**src/rtl/road_fighter_pkg.sv**
```systemverilog
// ============================================================================
// road_fighter_pkg
// Shared colour, speed and crash-state definitions for the road fighter core.
// Revision: 1.0
// ============================================================================
`default_nettype none

package road_fighter_pkg;

    localparam logic [7:0] MASK_VALUE = 8'h62;
    localparam logic [9:0] SPEED_MAX  = 10'h3FF;

    typedef enum logic [1:0] {
        IDLE    = 2'd0,
        CRASH   = 2'd1,
        RECOVER = 2'd2
    } crash_state_t;

endpackage

`default_nettype wire

```
**src/rtl/frame_down_counter.sv**
```systemverilog
// ============================================================================
// frame_down_counter
// Loadable frame counter stepped by frame_start; holds at zero, flags zero.
// Revision: 1.0
// ============================================================================
`default_nettype none

module frame_down_counter #(
    parameter int WIDTH = 7
) (
    input  logic             clk,
    input  logic             resetN,
    input  logic             frame_start,
    input  logic             step_en,
    input  logic             load,
    input  logic [WIDTH-1:0] load_value,
    output logic             zero
);

    logic [WIDTH-1:0] count_q;
    logic [WIDTH-1:0] count_d;

    // Load wins over stepping so a reload on a frame boundary is never lost.
    always_comb begin
        count_d = count_q;
        if (load) begin
            count_d = load_value;
        end else if (frame_start && step_en && (count_q != '0)) begin
            count_d = count_q - 1'b1;
        end
    end

    always_ff @(posedge clk or negedge resetN) begin
        if (!resetN) begin
            count_q <= '0;
        end else begin
            count_q <= count_d;
        end
    end

    assign zero = (count_q == '0);

endmodule

`default_nettype wire

```
**src/rtl/car_collision_compositor.sv**
```systemverilog
// ============================================================================
// car_collision_compositor
// Priority compositing of player/AI car pixels plus per-frame crash handling.
// Revision: 1.0
// ============================================================================
`default_nettype none

module car_collision_compositor #(
    parameter int         NUM_AI         = 4,
    parameter logic [7:0] MASK_VALUE     = road_fighter_pkg::MASK_VALUE,
    parameter int         CRASH_FRAMES   = 60,
    parameter int         RECOVER_FRAMES = 90,
    parameter int         BLINK_FRAMES   = 8
) (
    input  logic                   clk,
    input  logic                   resetN,
    input  logic                   frame_start,
    input  logic [7:0]             player_color,
    input  logic [NUM_AI-1:0][7:0] ai_colors,
    output logic [7:0]             out_color,
    output logic                   out_draw,
    output logic [NUM_AI-1:0]      hit_mask,
    output logic                   collision_pulse,
    output logic                   crash_active,
    output logic                   invulnerable,
    output logic [9:0]             speed_cap
);

    import road_fighter_pkg::*;

    localparam int MAX_FRAMES = (CRASH_FRAMES > RECOVER_FRAMES) ? CRASH_FRAMES : RECOVER_FRAMES;
    localparam int CW         = $clog2(MAX_FRAMES + 1);
    localparam int BW         = $clog2(BLINK_FRAMES + 1);

    crash_state_t      state_q,   state_d;
    logic [NUM_AI-1:0] hit_acc_q, hit_acc_d;
    logic [NUM_AI-1:0] hit_mask_q;
    logic              pulse_q,   pulse_d;
    logic              visible_q, visible_d;
    logic [7:0]        color_q,   color_d;
    logic              draw_q;

    logic              in_idle;
    logic              player_opaque;
    logic [NUM_AI-1:0] overlap;
    logic              frame_load, blink_load, clear_acc;
    logic [CW-1:0]     frame_load_value;
    logic              frame_zero, blink_zero;

    assign in_idle       = (state_q == IDLE);
    assign player_opaque = (player_color != MASK_VALUE);

    for (genvar gi = 0; gi < NUM_AI; gi++) begin : g_overlap
        assign overlap[gi] = in_idle & player_opaque & (ai_colors[gi] != MASK_VALUE);
    end

    // Lowest priority first so the highest-priority opaque source overwrites last.
    always_comb begin
        color_d = MASK_VALUE;
        for (int i = NUM_AI - 1; i >= 0; i--) begin
            if (ai_colors[i] != MASK_VALUE) color_d = ai_colors[i];
        end
        if (visible_q && player_opaque) color_d = player_color;
    end

    always_comb begin
        state_d          = state_q;
        visible_d        = visible_q;
        pulse_d          = 1'b0;
        frame_load       = 1'b0;
        frame_load_value = CW'(CRASH_FRAMES - 1);
        blink_load       = 1'b0;
        clear_acc        = 1'b0;
        if (frame_start) begin
            if (!in_idle && blink_zero) begin
                blink_load = 1'b1;
                visible_d  = ~visible_q;
            end
            case (state_q)
                IDLE: begin
                    if (hit_acc_q != '0) begin
                        state_d    = CRASH;
                        pulse_d    = 1'b1;
                        frame_load = 1'b1;
                        blink_load = 1'b1;
                        visible_d  = 1'b0;
                    end
                end
                CRASH: begin
                    if (frame_zero) begin
                        state_d          = RECOVER;
                        frame_load       = 1'b1;
                        frame_load_value = CW'(RECOVER_FRAMES - 1);
                    end
                end
                RECOVER: begin
                    if (frame_zero) begin
                        state_d   = IDLE;
                        visible_d = 1'b1;
                        clear_acc = 1'b1;
                    end
                end
                default: state_d = IDLE;
            endcase
        end
    end

    // The frame_start cycle already belongs to the new frame, so its overlap seeds the accumulator.
    always_comb begin
        hit_acc_d = hit_acc_q | overlap;
        if (clear_acc) begin
            hit_acc_d = '0;
        end else if (frame_start) begin
            hit_acc_d = overlap;
        end
    end

    always_ff @(posedge clk or negedge resetN) begin
        if (!resetN) begin
            state_q    <= IDLE;
            hit_acc_q  <= '0;
            hit_mask_q <= '0;
            pulse_q    <= 1'b0;
            visible_q  <= 1'b1;
            color_q    <= MASK_VALUE;
            draw_q     <= 1'b0;
        end else begin
            state_q    <= state_d;
            hit_acc_q  <= hit_acc_d;
            pulse_q    <= pulse_d;
            visible_q  <= visible_d;
            color_q    <= color_d;
            draw_q     <= (color_d != MASK_VALUE);
            if (frame_start) hit_mask_q <= hit_acc_q;
        end
    end

    frame_down_counter #(.WIDTH(CW)) u_frame_cnt (
        .clk        (clk),
        .resetN     (resetN),
        .frame_start(frame_start),
        .step_en    (!in_idle),
        .load       (frame_load),
        .load_value (frame_load_value),
        .zero       (frame_zero)
    );

    frame_down_counter #(.WIDTH(BW)) u_blink_cnt (
        .clk        (clk),
        .resetN     (resetN),
        .frame_start(frame_start),
        .step_en    (!in_idle),
        .load       (blink_load),
        .load_value (BW'(BLINK_FRAMES - 1)),
        .zero       (blink_zero)
    );

    assign out_color       = color_q;
    assign out_draw        = draw_q;
    assign hit_mask        = hit_mask_q;
    assign collision_pulse = pulse_q;
    assign crash_active    = (state_q == CRASH);
    assign invulnerable    = (state_q != IDLE);
    assign speed_cap       = (state_q == CRASH) ? 10'd0 : SPEED_MAX;

endmodule

`default_nettype wire
```
**config.mk**
```make
export PLATFORM = sky130hd
export DESIGN_NAME = car_collision_compositor
export DESIGN_NICKNAME = d
export VERILOG_FILES = /design/src/rtl/road_fighter_pkg.sv /design/src/rtl/frame_down_counter.sv /design/src/rtl/car_collision_compositor.sv
export SDC_FILE = /design/constraint.sdc
export NUM_CORES = 1
export LEC_CHECK = 0
export ABC_AREA = 1
export CELL_PAD_IN_SITES_DETAIL_PLACEMENT = 0
export CELL_PAD_IN_SITES_GLOBAL_PLACEMENT = 1
export CORE_UTILIZATION = 29
export CTS_CLUSTER_DIAMETER = 50
export CTS_CLUSTER_SIZE = 20
export DETAILED_ROUTE_END_ITERATION = 10
export PLACE_DENSITY_LB_ADDON = 0.15
export SYNTH_ARGS = -nofsm -noshare
export SYNTH_HDL_FRONTEND = slang
export SYNTH_HIERARCHICAL = 1
export SYNTH_SLANG_ARGS = --single-unit
```
**constraint.sdc**
```tcl
create_clock -name clk -period 1.9 [get_ports clk]
set_input_delay 0.38 -clock clk [delete_from_list [all_inputs] [get_ports clk]]
set_output_delay 0.38 -clock clk [all_outputs]
set_load 0.01 [all_outputs]
```
-- Yosys cells after proc, flatten, opt, wreduce, memory -nomap -nowiden
Index checks and enable logic that the tools add are counted.
W data, S select, Z words.
- $add $sub $neg: 2
- multipliers: 0
- div/mod/pow operators: 0
- $lt $le $gt $ge: 0
- eq/ne operators: 11
- shift operators: 0
- muxes and demuxes: 35
- bitwise gates (word level): 7
- reductions and logical operators: 16
- operators with widths (operator ; count):
    $ne A8 B7 Y1 const B ; 6
    $mux W8 ; 5
    $mux W7 ; 5
    $mux W4 ; 4
    $mux W1 ; 14
    $mux W10 ; 1
    $reduce_bool A4 Y1 ; 2
    $logic_not A7 Y1 ; 1
    $reduce_bool A7 Y1 ; 1
    $sub A7 B1 Y7 const B ; 1
    $mux W2 ; 3
    $pmux W2 S3 ; 1
    $reduce_bool A2 Y1 ; 3
    $and A1 B1 Y1 ; 5
    $logic_and A1 B1 Y1 ; 5
    $logic_not A4 Y1 ; 1
    $ne A2 B1 Y1 const B ; 2
    $or A4 B4 Y4 ; 1
    $pmux W1 S2 ; 2
    $reduce_and A4 Y1 ; 1
    $sub A4 B1 Y4 const B ; 1
    $eq A2 B1 Y1 const B ; 1
    $eq A2 B2 Y1 const B ; 1
    $logic_not A2 Y1 ; 1
    3 further kinds ; 3
- flip-flop bits (word level): 32
- bits in latches: 0
- RAM bits: 0
- memory bits (read-only): 0
- bits of input ports: 43
- output and inout port bits: 26
- word-level logic and storage cells: 80
- memories: 0

-- Depth between registers and ports, before layout
- depth in word-level cells: 8
- depth in mapped cells: 15
- gate-level depth less buffers: 15

-- By module
Netlist, hierarchy kept.
- modules (own cells, without submodules) (module ; times used ; cells an instance ; area an instance (um2) ; sequential area each (um2)):
    car_collision_compositor ; 1 ; 203 ; 1377.6 ; 530.5
    frame_down_counter at u_frame_cnt ; 1 ; 75 ; 538.0 ; 175.2
    frame_down_counter at u_blink_cnt ; 1 ; 39 ; 271.5 ; 100.1

-- Worst setup path before layout
OpenSTA, ideal clock, no wires.
- kind: register to register
- start: register u_frame_cnt.count_q[0]
- end: register u_frame_cnt.count_q[5]
- setup time: 0.117 ns
- arrival: 1.811 ns
- required time: 1.783 ns
- setup slack: -0.028 ns
- stages on the path, launching flop included: 15
- path buffers: 0
- period minus slack after synthesis: 1.928 ns
- cells stage by stage: dfrtp_1 inv_1 ha_1 inv_1 nor2_1 nand3_2 inv_1 nor2_1 nor2_1 nand2_1 nand2_1 inv_2 or2_2 nand3_2 nand2_1
- longest elaborated chain between the ends: 5
- elaborated cells between the ends (all ways): 13
- those cells by class: add/sub: 1; mux: 8; reduce/logical: 4
- ends and longest elaborated chain (item ; RTL line ; text):
    start, declared ; frame_down_counter.sv:20 ; logic [WIDTH-1:0] count_q;
    start signal, assigned ; frame_down_counter.sv:37 ; count_q <= count_d;
    $logic_not A7 Y1 * ; frame_down_counter.sv:41 ; assign zero = (count_q == '0);
    named net frame_zero ; car_collision_compositor.sv:48 ; logic frame_zero, blink_zero;
    $mux W1 * ; car_collision_compositor.sv:90 ; if (frame_zero) begin
    $pmux W1 S2 * ; car_collision_compositor.sv:79 ; case (state_q)
    $mux W1 * ; car_collision_compositor.sv:74 ; if (frame_start) begin
    named net frame_load ; car_collision_compositor.sv:46 ; logic frame_load, blink_load, clear_acc;
    $mux W7 / $reduce_bool A2 Y1 (equally long branches) ; n/a ;
Mark *: on every way through the listed nets, which the timed path passes. The rest lies on a longest branch. The select of a mux whose other input is x is not followed.
A chain may end at the register's enable or synchronous reset.

-- Worst setup path in the final report
- start: register state_q[1]
- end: output invulnerable
- longest elaborated chain between the ends: 1
- ends and longest elaborated chain (item ; RTL line ; text):
    start, declared ; car_collision_compositor.sv:35 ; crash_state_t state_q, state_d;
    start signal, assigned ; car_collision_compositor.sv:128 ; state_q <= state_d;
    $reduce_bool A2 Y1 ; car_collision_compositor.sv:163 ; assign invulnerable = (state_q != IDLE);
    end, declared ; car_collision_compositor.sv:25 ; output logic invulnerable,
No other way between the ends.

==> impl_metrics.tcl <==
set metrics [dict create \
    drt-initial-drc-count 49 \
    arrival_ns 1.43 \
    synth_area_leaders "dfrtp_1 32%, nand2_1 20%, inv_1 7.2%" \
    slew_violations 0 \
    yosys_most_used_dff "dfrtp_1" \
    clock_tree_from_tritoncts "yes" \
    critPathCaptureType "output pin" \
    total_switching_power_uw 1770 \
    place_hpwl_mm 4.44 \
    post-synth-top-count-cell "nand2_1" \
    syn2layout_area_growth_pct 50.6 \
    pwr-share-seq_pct 28.5 \
    power-per-cell-area_mw_per_mm2 1260 \
    finalHoldViolCount 0 \
    drt_pass1_iterations 4 \
    rrSetupSlack_ns 0.10 \
    internal_power_component_uw 2400 \
    clock_power_share_pct 12.9 \
    final.setup.tns_ns 0 \
    finalInstanceArea_mm2 0.00329 \
    number_of_instances_in_the_synthesized_netlist 317 \
    die_area_mm2 0.00789 \
    antenna_found_initial 0 \
    finalCriticalPeriod_ns 1.81 \
    floorplan.initialDensity_pct 30.2 \
    power.ir.vdd_worst_uv 433 \
    worst-path-max-fanout 3 \
    grt_use_met2_pct 27.9 \
    layout_worst_path_cycle_share_pct 95.5 \
    yosysTopAreaCellShare_pct 32.0 \
    critical_path.reg2reg.startpoint "u_frame_cnt/count_q[0]" \
    chipHeight_um 88.8 \
    placement_rows 31 \
    ys_seq_elements 32 \
    gp_congestion 0.887 \
    drt-vias-per-instance 4.28 \
    grt_most_used_layer "met2" \
    io-pin-count 69 \
    postRouteWirelength_mm 5.46 \
    syn_avg_cell_area_um2 6.90 \
    setup.worst_path.class "reg2out" \
    io_buffer_count 68 \
    swShare_pct 42.4 \
    min-delay-path-class "reg2reg" \
    synth_edf_count 0 \
    insertedDiodeCount 0 \
    maximum_number_of_buffers_from_clock_root_to_sink 2 \
    clock-root-buffer "clkbuf_8" \
    wire_length_of_the_first_global_routing_pass_mm 9.43 \
    final_core_utilization_pct 45.4 \
    route.detailed.wl_per_inst_um 10.5 \
    hold_buffers 0 \
    clkLatencyLatePin_ns 0.29 \
    hold-worst-slack_ns 0.476 \
    global_route.usage.total_pct 15.5 \
    grt_start_max_net_pins 33 \
    synth.lib_cells_used.distinct 33 \
    layout_cells_sized_above_1_pct 21.2 \
    static-leakage-power_uw 0.00164 \
    nNetsFinal 465 \
    htree_num_levels 2 \
    ys_warn_count 6 \
    r2r_cells 13 \
    cts.sinks 32 \
    antenna_left 0 \
    min_from "hit_mask[1]" \
    clock_skew_ns 0.00753 \
    cap_violations 0 \
    placedInstanceArea_mm2 0.00316 \
    global_route.usage.met1_pct 18.0 \
    critPathRequiredTime_ns 1.52 \
    hold_end "hit_mask[1]" \
    residual_drc_count 0 \
    final-setup-viol-count 0 \
    grt_pass1_vias 2188 \
    via_count 2219 \
    grt_overflow 0 \
    yosysTopAreaCell "dfrtp_1" \
    total_core_area_mm2 0.00725 \
    syn_area_mm2 0.00219 \
    cts_made_buffers 5 \
    synth.yosys.seq_area_share_pct 36.8 \
    whs_path_depth 2 \
    combPwrFrac_pct 58.6 \
    timing.critical_path.from_type "flop" \
    synth.top_cells.by_count "114 x nand2_1, 42 x inv_1, 29 x nand3_1" \
    setup_repair_after_global_routing_missed_its_margin "yes" \
    worstReg2RegEnd "u_frame_cnt/count_q[5]" \
    clock.fmax_mhz 551 \
    status "finished clean" \
    die_x_um 88.8 \
    postSynth.asyncResetShare_pct 100 \
    clk_pin_slew_worst_paths_ns 0.07 \
    total_power_uw 4160 \
    globalRouteMet3Util_pct 3.54 \
]
-- flip-flops by register name (all words and copies together) (netlist names) --
signal	flops
out_color	8
u_frame_cnt/count_q	7
hit_acc_q	4
hit_mask	4
u_blink_cnt/count_q	4
state_q	2
collision_pulse	1
out_draw	1
visible_q	1
-- worst max-delay path by stage --
stage	from	end	cells past startpoint
3_3_place_gp	frame_start	u_frame_cnt/count_q[5]	8
5_1_grt	u_frame_cnt/count_q[0]	u_frame_cnt/count_q[5]	13
3_5_place_dp	player_color[5]	out_draw	12
4_1_cts	u_frame_cnt/count_q[0]	u_frame_cnt/count_q[5]	13
2_1_floorplan	u_frame_cnt/count_q[0]	u_frame_cnt/count_q[5]	14
6_report	state_q[1]	invulnerable	3
-- kinds of logic (layout without fill, tap and decap cells) --
group / count (synthesis) / after routing / synth area share, %
simple gates: 198 / 198 / 42.3
buf+inv: 58 / 155 / 12.0
flops: 32 / 32 / 36.8
compound gates: 21 / 21 / 5.61
fa+ha+maj: 3 / 3 / 1.72
xor+xnor: 3 / 3 / 1.20
other cells: 2 / 8 / 0.343
-- area by class of cell --
cell class	instances	area [µm²]
flip-flops and latches	32	806
multi-input cells	233	1160
inverters	46	173
clock buffers	5	68.8
clock inverters	3	23.8
well taps	99	124
repair buffers	101	935
fillers	762	3960
-- layer usage --
metal  part of all wire, %  vias to the layer above
li1                      -                     1164
met5                     0                        -
met1                    44                      991
met4                   1.3                        0
met3                   5.3                        6
met2                    50                       58
-- layout by cell type, fill, tap and decap left out, types with 10 or more instances in the layout --
cell type / n
nand2_1: 112
inv_1: 39
clkdlybuf4s50_1: 57
nor2_2: 11
nor2_1: 16
buf_4: 31
o21ai_0: 11
nand3_1: 28
dlygate4sd2_1: 10
dfrtp_1: 28
-- per-stage QoR --
stage / worst slack [ns] / cells
after floorplan: 0.0236 / 323
after global placement: -0.0331 / 508
after detailed placement: -0.0688 / 508
after CTS: 0.0447 / 516
after global routing: -0.0503 / 519
final: 0.0860 / 519
-- what timing repair did --
item,in CTS,in global routing
gates resized for setup,13,8
setup buffers,0,3
setup endpoints to repair,11,7
pin swaps,0,2
-- power groups by stage --
| stage | clock network [µW] | registers (µW) | logic (µW) |
|---|---|---|---|
| after global routing | 588 | 1220 | 2780 |
| after CTS | 557 | 1190 | 2400 |
| final | 537 | 1190 | 2440 |
| after global placement | 0 | 1190 | 2450 |
| after detailed placement | 0 | 1190 | 2460 |
| after floorplan | 0 | 1200 | 1510 |
-- worst max-delay path, cell delays in order, from the launching register on --
cell,delay [ns]
dfrtp_1,0.41
nor2_1,0.07
inv_1,0.12
clkdlybuf4s50_1,0.56
No activity file was read; power rests on OpenSTA's default activity.
